**config.mk**
```make
export PLATFORM = sky130hd
export DESIGN_NAME = instr_aligner_flat
export DESIGN_NICKNAME = d
export VERILOG_FILES = /design/src/rtl/instr_aligner_if.sv /design/src/rtl/instr_aligner.sv /design/src/flat_wrapper.sv
export SDC_FILE = /design/constraint.sdc
export NUM_CORES = 1
export LEC_CHECK = 0
export BUFFER_PORTS_ARGS = -buffer_cell sky130_fd_sc_hd__buf_2
export CAP_MARGIN = 40
export CORE_MARGIN = 1.5
export CORE_UTILIZATION = 52
export DETAILED_ROUTE_END_ITERATION = 8
export HOLD_SLACK_MARGIN = 0.12
export PLACE_DENSITY = 0.75
export SKIP_LAST_GASP = 1
export SYNTH_ARGS = -nofsm -noshare
export SYNTH_HDL_FRONTEND = slang
export SYNTH_SLANG_ARGS = --single-unit
```
**constraint.sdc**
```tcl
create_clock -name clk -period 6.44 [get_ports clk]
set_clock_uncertainty 0.15 [all_clocks]
set_input_delay 0.644 -clock clk [delete_from_list [all_inputs] [get_ports clk]]
set_output_delay 0.644 -clock clk [all_outputs]
set_load 0.03 [all_outputs]
```
**src/rtl/instr_aligner_if.sv**
```systemverilog
// Fetch/flush/decode bundle between fetch, aligner and decode.
// The aligner connects on the slave modport.
interface instr_aligner_if;
  logic        fetch_valid;
  logic        fetch_ready;
  logic [31:0] fetch_data;
  logic [31:0] fetch_pc;
  logic        flush;
  logic [31:0] flush_pc;
  logic        dec_valid;
  logic        dec_ready;
  logic [31:0] dec_instr;
  logic [31:0] dec_pc;
  logic        dec_compressed;

  modport master (
    output fetch_valid,
    input  fetch_ready,
    output fetch_data,
    output fetch_pc,
    output flush,
    output flush_pc,
    input  dec_valid,
    output dec_ready,
    input  dec_instr,
    input  dec_pc,
    input  dec_compressed
  );

  modport slave (
    input  fetch_valid,
    output fetch_ready,
    input  fetch_data,
    input  fetch_pc,
    input  flush,
    input  flush_pc,
    output dec_valid,
    input  dec_ready,
    output dec_instr,
    output dec_pc,
    output dec_compressed
  );
endinterface

```
**src/rtl/instr_aligner.sv**
```systemverilog
// Halfword queue that re-assembles 16/32-bit instructions
// from word-aligned fetch packets, one instruction per transfer.
module instr_aligner #(
  parameter int HQ_DEPTH = 4
) (
  input  logic          clk,
  input  logic          rst,
  instr_aligner_if.slave bus
);

  localparam int AW = (HQ_DEPTH > 1) ? $clog2(HQ_DEPTH) : 1;
  localparam int CW = $clog2(HQ_DEPTH) + 1;

  typedef struct packed {
    logic [15:0] data;
    logic [31:0] pc;
  } hw_t;

  hw_t           q [HQ_DEPTH];
  logic [AW-1:0] head;
  logic [AW-1:0] tail;
  logic [CW-1:0] count;
  logic          skip_low;

  function automatic logic [AW-1:0] inc1(
    input logic [AW-1:0] p
  );
    if (p == AW'(HQ_DEPTH - 1))
      return '0;
    else
      return p + 1'b1;
  endfunction

  function automatic logic [AW-1:0] inc2(
    input logic [AW-1:0] p
  );
    return inc1(inc1(p));
  endfunction

  hw_t           h0;
  hw_t           h1;
  logic          h0_c;
  logic          valid;
  logic          enq;
  logic          deq;
  logic [CW-1:0] enq_amt;
  logic [CW-1:0] deq_amt;
  logic [CW-1:0] count_next;
  logic [31:0]   base_pc;
  logic [31:0]   upper_pc;
  hw_t           lo_hw;
  hw_t           hi_hw;

  assign h0   = q[head];
  assign h1   = q[inc1(head)];
  assign h0_c = (h0.data[1:0] != 2'b11);

  // A 32-bit head needs both halves resident before it is offered
  assign valid = h0_c ? (count != '0)
                      : (count >= CW'(2));

  assign bus.fetch_ready = (count <= CW'(HQ_DEPTH - 2));
  assign bus.dec_valid   = valid;
  assign bus.dec_compressed = valid & h0_c;
  assign bus.dec_pc      = valid ? h0.pc : '0;

  always_comb begin
    bus.dec_instr = '0;
    if (valid) begin
      if (h0_c)
        bus.dec_instr = {16'h0, h0.data};
      else
        bus.dec_instr = {h1.data, h0.data};
    end
  end

  assign enq = bus.fetch_valid & bus.fetch_ready
             & ~bus.flush;
  assign deq = valid & bus.dec_ready & ~bus.flush;

  assign base_pc  = {bus.fetch_pc[31:2], 2'b00};
  assign upper_pc = base_pc + 32'd2;
  assign lo_hw    = '{data: bus.fetch_data[15:0],
                      pc:   base_pc};
  assign hi_hw    = '{data: bus.fetch_data[31:16],
                      pc:   upper_pc};

  always_comb begin
    enq_amt = '0;
    if (enq)
      enq_amt = skip_low ? CW'(1) : CW'(2);
  end

  always_comb begin
    deq_amt = '0;
    if (deq)
      deq_amt = h0_c ? CW'(1) : CW'(2);
  end

  assign count_next = count + enq_amt - deq_amt;

  always_ff @(posedge clk or posedge rst) begin
    if (rst) begin
      for (int i = 0; i < HQ_DEPTH; i++)
        q[i] <= '0;
      head     <= '0;
      tail     <= '0;
      count    <= '0;
      skip_low <= 1'b0;
    end else if (bus.flush) begin
      head     <= '0;
      tail     <= '0;
      count    <= '0;
      skip_low <= bus.flush_pc[1];
    end else begin
      if (enq) begin
        if (skip_low) begin
          q[tail]  <= hi_hw;
          tail     <= inc1(tail);
          skip_low <= 1'b0;
        end else begin
          q[tail]       <= lo_hw;
          q[inc1(tail)] <= hi_hw;
          tail          <= inc2(tail);
        end
      end
      if (deq)
        head <= h0_c ? inc1(head) : inc2(head);
      count <= count_next;
    end
  end

  logic unused_bits;
  assign unused_bits = ^{bus.fetch_pc[1:0],
                         bus.flush_pc[31:2],
                         bus.flush_pc[0]};

endmodule
```
**src/flat_wrapper.sv**
```systemverilog
// flat-port wrapper written by rule: the top's interface ports become plain ports
module instr_aligner_flat 
#(
  parameter int HQ_DEPTH = 4
)
  (clk, rst, bus_fetch_valid, bus_fetch_ready, bus_fetch_data, bus_fetch_pc, bus_flush, bus_flush_pc, bus_dec_valid, bus_dec_ready, bus_dec_instr, bus_dec_pc, bus_dec_compressed);
  instr_aligner_if bus_i ();
  input  logic clk;
  input  logic rst;
  input wire logic [$bits(bus_i.fetch_valid)-1:0] bus_fetch_valid;
  output wire logic [$bits(bus_i.fetch_ready)-1:0] bus_fetch_ready;
  input wire logic [$bits(bus_i.fetch_data)-1:0] bus_fetch_data;
  input wire logic [$bits(bus_i.fetch_pc)-1:0] bus_fetch_pc;
  input wire logic [$bits(bus_i.flush)-1:0] bus_flush;
  input wire logic [$bits(bus_i.flush_pc)-1:0] bus_flush_pc;
  output wire logic [$bits(bus_i.dec_valid)-1:0] bus_dec_valid;
  input wire logic [$bits(bus_i.dec_ready)-1:0] bus_dec_ready;
  output wire logic [$bits(bus_i.dec_instr)-1:0] bus_dec_instr;
  output wire logic [$bits(bus_i.dec_pc)-1:0] bus_dec_pc;
  output wire logic [$bits(bus_i.dec_compressed)-1:0] bus_dec_compressed;
  assign bus_i.fetch_valid = bus_fetch_valid;
  assign bus_fetch_ready = bus_i.fetch_ready;
  assign bus_i.fetch_data = bus_fetch_data;
  assign bus_i.fetch_pc = bus_fetch_pc;
  assign bus_i.flush = bus_flush;
  assign bus_i.flush_pc = bus_flush_pc;
  assign bus_dec_valid = bus_i.dec_valid;
  assign bus_i.dec_ready = bus_dec_ready;
  assign bus_dec_instr = bus_i.dec_instr;
  assign bus_dec_pc = bus_i.dec_pc;
  assign bus_dec_compressed = bus_i.dec_compressed;
  instr_aligner #(.HQ_DEPTH(HQ_DEPTH)) u_core (.clk(clk), .rst(rst), .bus(bus_i));
endmodule
```
==> impl_metrics.py <==
metrics = {
    "die": {
        "die-area_mm2": 0.0220,
        "die_h_um": 148,
        "floorplan.initialDensity_pct": 53.5,
        "core-area_mm2": 0.0205,
        "io_pins": 168,
        "fp-row-count": 52,
        "die_w_um": 148,
    },
    "synthesis": {
        "synth_area_leader_cell": "dfrtp_1",
        "yosysWarnings": 0,
        "synth_edf_count": 0,
        "synth-main-ff-cell": "dfrtp_1",
        "synth.distinct_cells": 47,
        "synthCells": 869,
        "synth.cell_area_mm2": 0.0110,
        "synth_nets": 979,
        "syn_area_per_cell_um2": 12.6,
        "ys_top_cells_by_count": "200 x dfrtp_1, 151 x mux2_2, 64 x mux4_2",
        "synthMostInstantiatedCell": "dfrtp_1",
        "ys_ff_latch": 200,
        "yosysSeqAreaShare_pct": 45.6,
        "yosysTopAreaCellShare_pct": 45.6,
        "postSynth.asyncResetShare_pct": 100,
        "synth_area_leaders": "dfrtp_1 46%, mux2_2 15%, mux4_2 13%",
    },
    "pwr": {
        "worst_ir_drop_vdd_mv": 0.306,
        "leakage_uw": 0.00552,
        "p_per_area_mw_per_mm2": 518,
    },
    "timing": {
        "worst_pin_slew_ns": 0.731,
        "fmax_mhz": 239,
        "tns_ns": 0,
        "min_period_over_period_pct": 64.9,
        "fin_crit_ns": 4.18,
        "setup_violations": 0,
        "finalMaxSlewViolations": 0,
        "hold_viol": 0,
        "grt_setup_unrepaired": "false",
        "maxSlewHeadroom_pct": 51.2,
    },
    "setup_path": {
        "cpMaxStageDelayCell": "dfrtp_2",
        "worstSetupPathType": "register to output pin",
        "critical_path.cell_chain": "buf_4, mux4_2, nand2_2, a211o_4, and2_1, buf_2",
        "rr_startpoint": "u_core.head[1]$_DFFE_PP0P_",
        "critPathMaxFanout": 51,
        "cp_top_family": "flip-flops",
        "path_buf_inv": 2,
        "reg2regPathDepth": 9,
        "cp-end-kind": "output pin",
        "start_kind": "register",
        "worstPathRequired_ns": 5.65,
        "cp_slowest_stage_delay_ns": 0.81,
        "cp_data_arrival_time_ns": 3.39,
        "crit-reg2reg-capture": "u_core.count[2]$_DFF_PP0_",
        "regToRegSetupSlack_ns": 2.78,
    },
    "final_layout": {
        "syn_to_final_growth_pct": 14.1,
        "fin_nets": 1066,
        "utilization_pct": 61.1,
        "fin_area_mm2": 0.0125,
        "drive_gt1_share_pct": 43.3,
        "filler_cell_count": 1603,
    },
    "grt": {
        "grt_usage_pct": 25.1,
        "overflow": 0,
        "met2_usage_pct": 40.4,
        "grt_util_met3_pct": 6.38,
        "busiest_layer": "met2",
        "grt_max_degree": 98,
        "use_met1_pct": 33.4,
        "antenna_found_initial": 6,
        "grt_pass1_wl_um": 42200,
        "grt_pass1_vias": 7758,
    },
    "place": {
        "gp_congestion": 0.789,
        "post_dp_cell_area_mm2": 0.0119,
        "dpl.hpwl_um": 16300,
        "io_buffers": 134,
    },
    "clock_network": {
        "cts_setup_buffers": 0,
        "clkTransAtPathRegs_ns": 0.07,
        "cts_tree": "done",
        "clk_path_buf_depth": 2,
        "worstSkewPairLatency_ns": 0.43,
        "htree_levels": 4,
        "root_buffer": "clkbuf_16",
        "cts_num_sinks": 200,
        "cts_made_buffers": 17,
    },
    "routing": {
        "drtPass1Iterations": 5,
        "ant_nets": 0,
        "drc": 0,
        "vias_per_cell": 6.24,
        "dr_total_vias": 7756,
        "wl_um": 26400,
        "drt_iter0_drc": 679,
        "wl_per_cell_um": 21.2,
    },
    "run_status": {
        "outcome": "completed",
    },
    "worst_hold_path": {
        "hold_class": "input port to register",
        "min_from": "bus_flush_pc[1]",
        "min_to": "u_core.skip_low$_DFFE_PP0P_",
        "hold_depth": 2,
    },
    "flow_run": {
        "drv_cap": 0,
    },
}
## repair_timing
action | 4_1_cts | 5_1_grt
endpoints found under the hold margin | 47 | 0
hold buffers | 1 | 0
resized for setup | 0 | 0
## worst max-delay path by stage
stage / start / endpoint / slack (ns) / cells after the start
after floorplan: rst / u_core.count[0]$_DFF_PP0_ / 0.19 / 1
after global placement: u_core.head[0]$_DFFE_PP0P_ / bus_dec_instr[2] / 2.57 / 5
after detailed placement: u_core.head[0]$_DFFE_PP0P_ / bus_dec_instr[2] / 2.67 / 6
after CTS: u_core.head[0]$_DFFE_PP0P_ / bus_dec_instr[2] / 2.19 / 6
after global routing: u_core.head[0]$_DFFE_PP0P_ / bus_dec_pc[12] / 2.06 / 6
final: u_core.head[1]$_DFFE_PP0P_ / bus_dec_pc[12] / 2.26 / 6
## flip-flops by register name, summed over array words and instances, names as in the netlist
| register | cells |
|---|---|
| u_core.q | 192 |
| u_core.count | 3 |
| u_core.head | 2 |
| u_core.skip_low | 1 |
| u_core.tail | 2 |
## layout make-up
| cell class | instances | area (um^2) | share of cell area [%] |
|---|---|---|---|
| multi-input cells | 567 | 5550 | 44.3 |
| flip-flops and latches | 200 | 5010 | 40.0 |
| repair buffers | 160 | 965 | 7.70 |
| clock buffers | 19 | 443 | 3.54 |
| well taps | 270 | 338 | 2.70 |
| clock inverters | 13 | 165 | 1.32 |
| inverters | 10 | 45.0 | 0.360 |
| diodes | 4 | 10.0 | 0.0799 |
## power by group
group / switching, uW / internal, uW
logic: 1560 / 1580
registers: 427 / 1840
clock network: 521 / 566
## metrics by stage
stage / hold slack, ns / power (uW) / std cells / setup slack [ns]
6_report: 0.305 / 6490 / 1243 / 2.26
5_1_grt: 0.290 / 6890 / 1241 / 2.06
4_1_cts: 0.280 / 6540 / 1239 / 2.19
3_5_place_dp: 0.321 / 5430 / 1206 / 2.67
3_3_place_gp: 0.315 / 5270 / 1198 / 2.57
2_1_floorplan: 0.298 / 4600 / 869 / 0.192
## cells in the final DEF, fill, tap and decap left out, drive strengths merged, types with 17 or more instances in the layout
master	instances
a21oi	38
a221oi	17
a22o	50
a22oi	32
and2	53
buf	159
clkbuf	19
dfrtp	200
mux2	153
mux4	64
nand2	37
nor2	26
nor2b	23
o21ai	23
## worst reg2reg max path: stages, from the launching register on
cell and delay [ns]:
dfrtp_2 0.81, buf_4 0.52, mux4_2 0.42, nand2_2 0.13
or3_1 0.38, fa_1 0.50, inv_1 0.05, fa_1 0.37
xnor2_1 0.16, nor2_1 0.06
## kinds of logic after synthesis
logic type	share of synthesized area (%)
buffers and inverters	4.20
muxes	28.8
DFF	45.6
AOI/OAI and AO/OA	12.7
and+or+nand+nor	7.16
xor gates and xnor gates	0.319
adders and majority gates	1.16
## metal layers
metal / wire length (um) / share of wire (%)
met5: 21 / 0.080
met4: 516 / 2.0
met3: 2150 / 8.1
met2: 12900 / 49
met1: 10900 / 41
(Power assumes the default switching activity.)
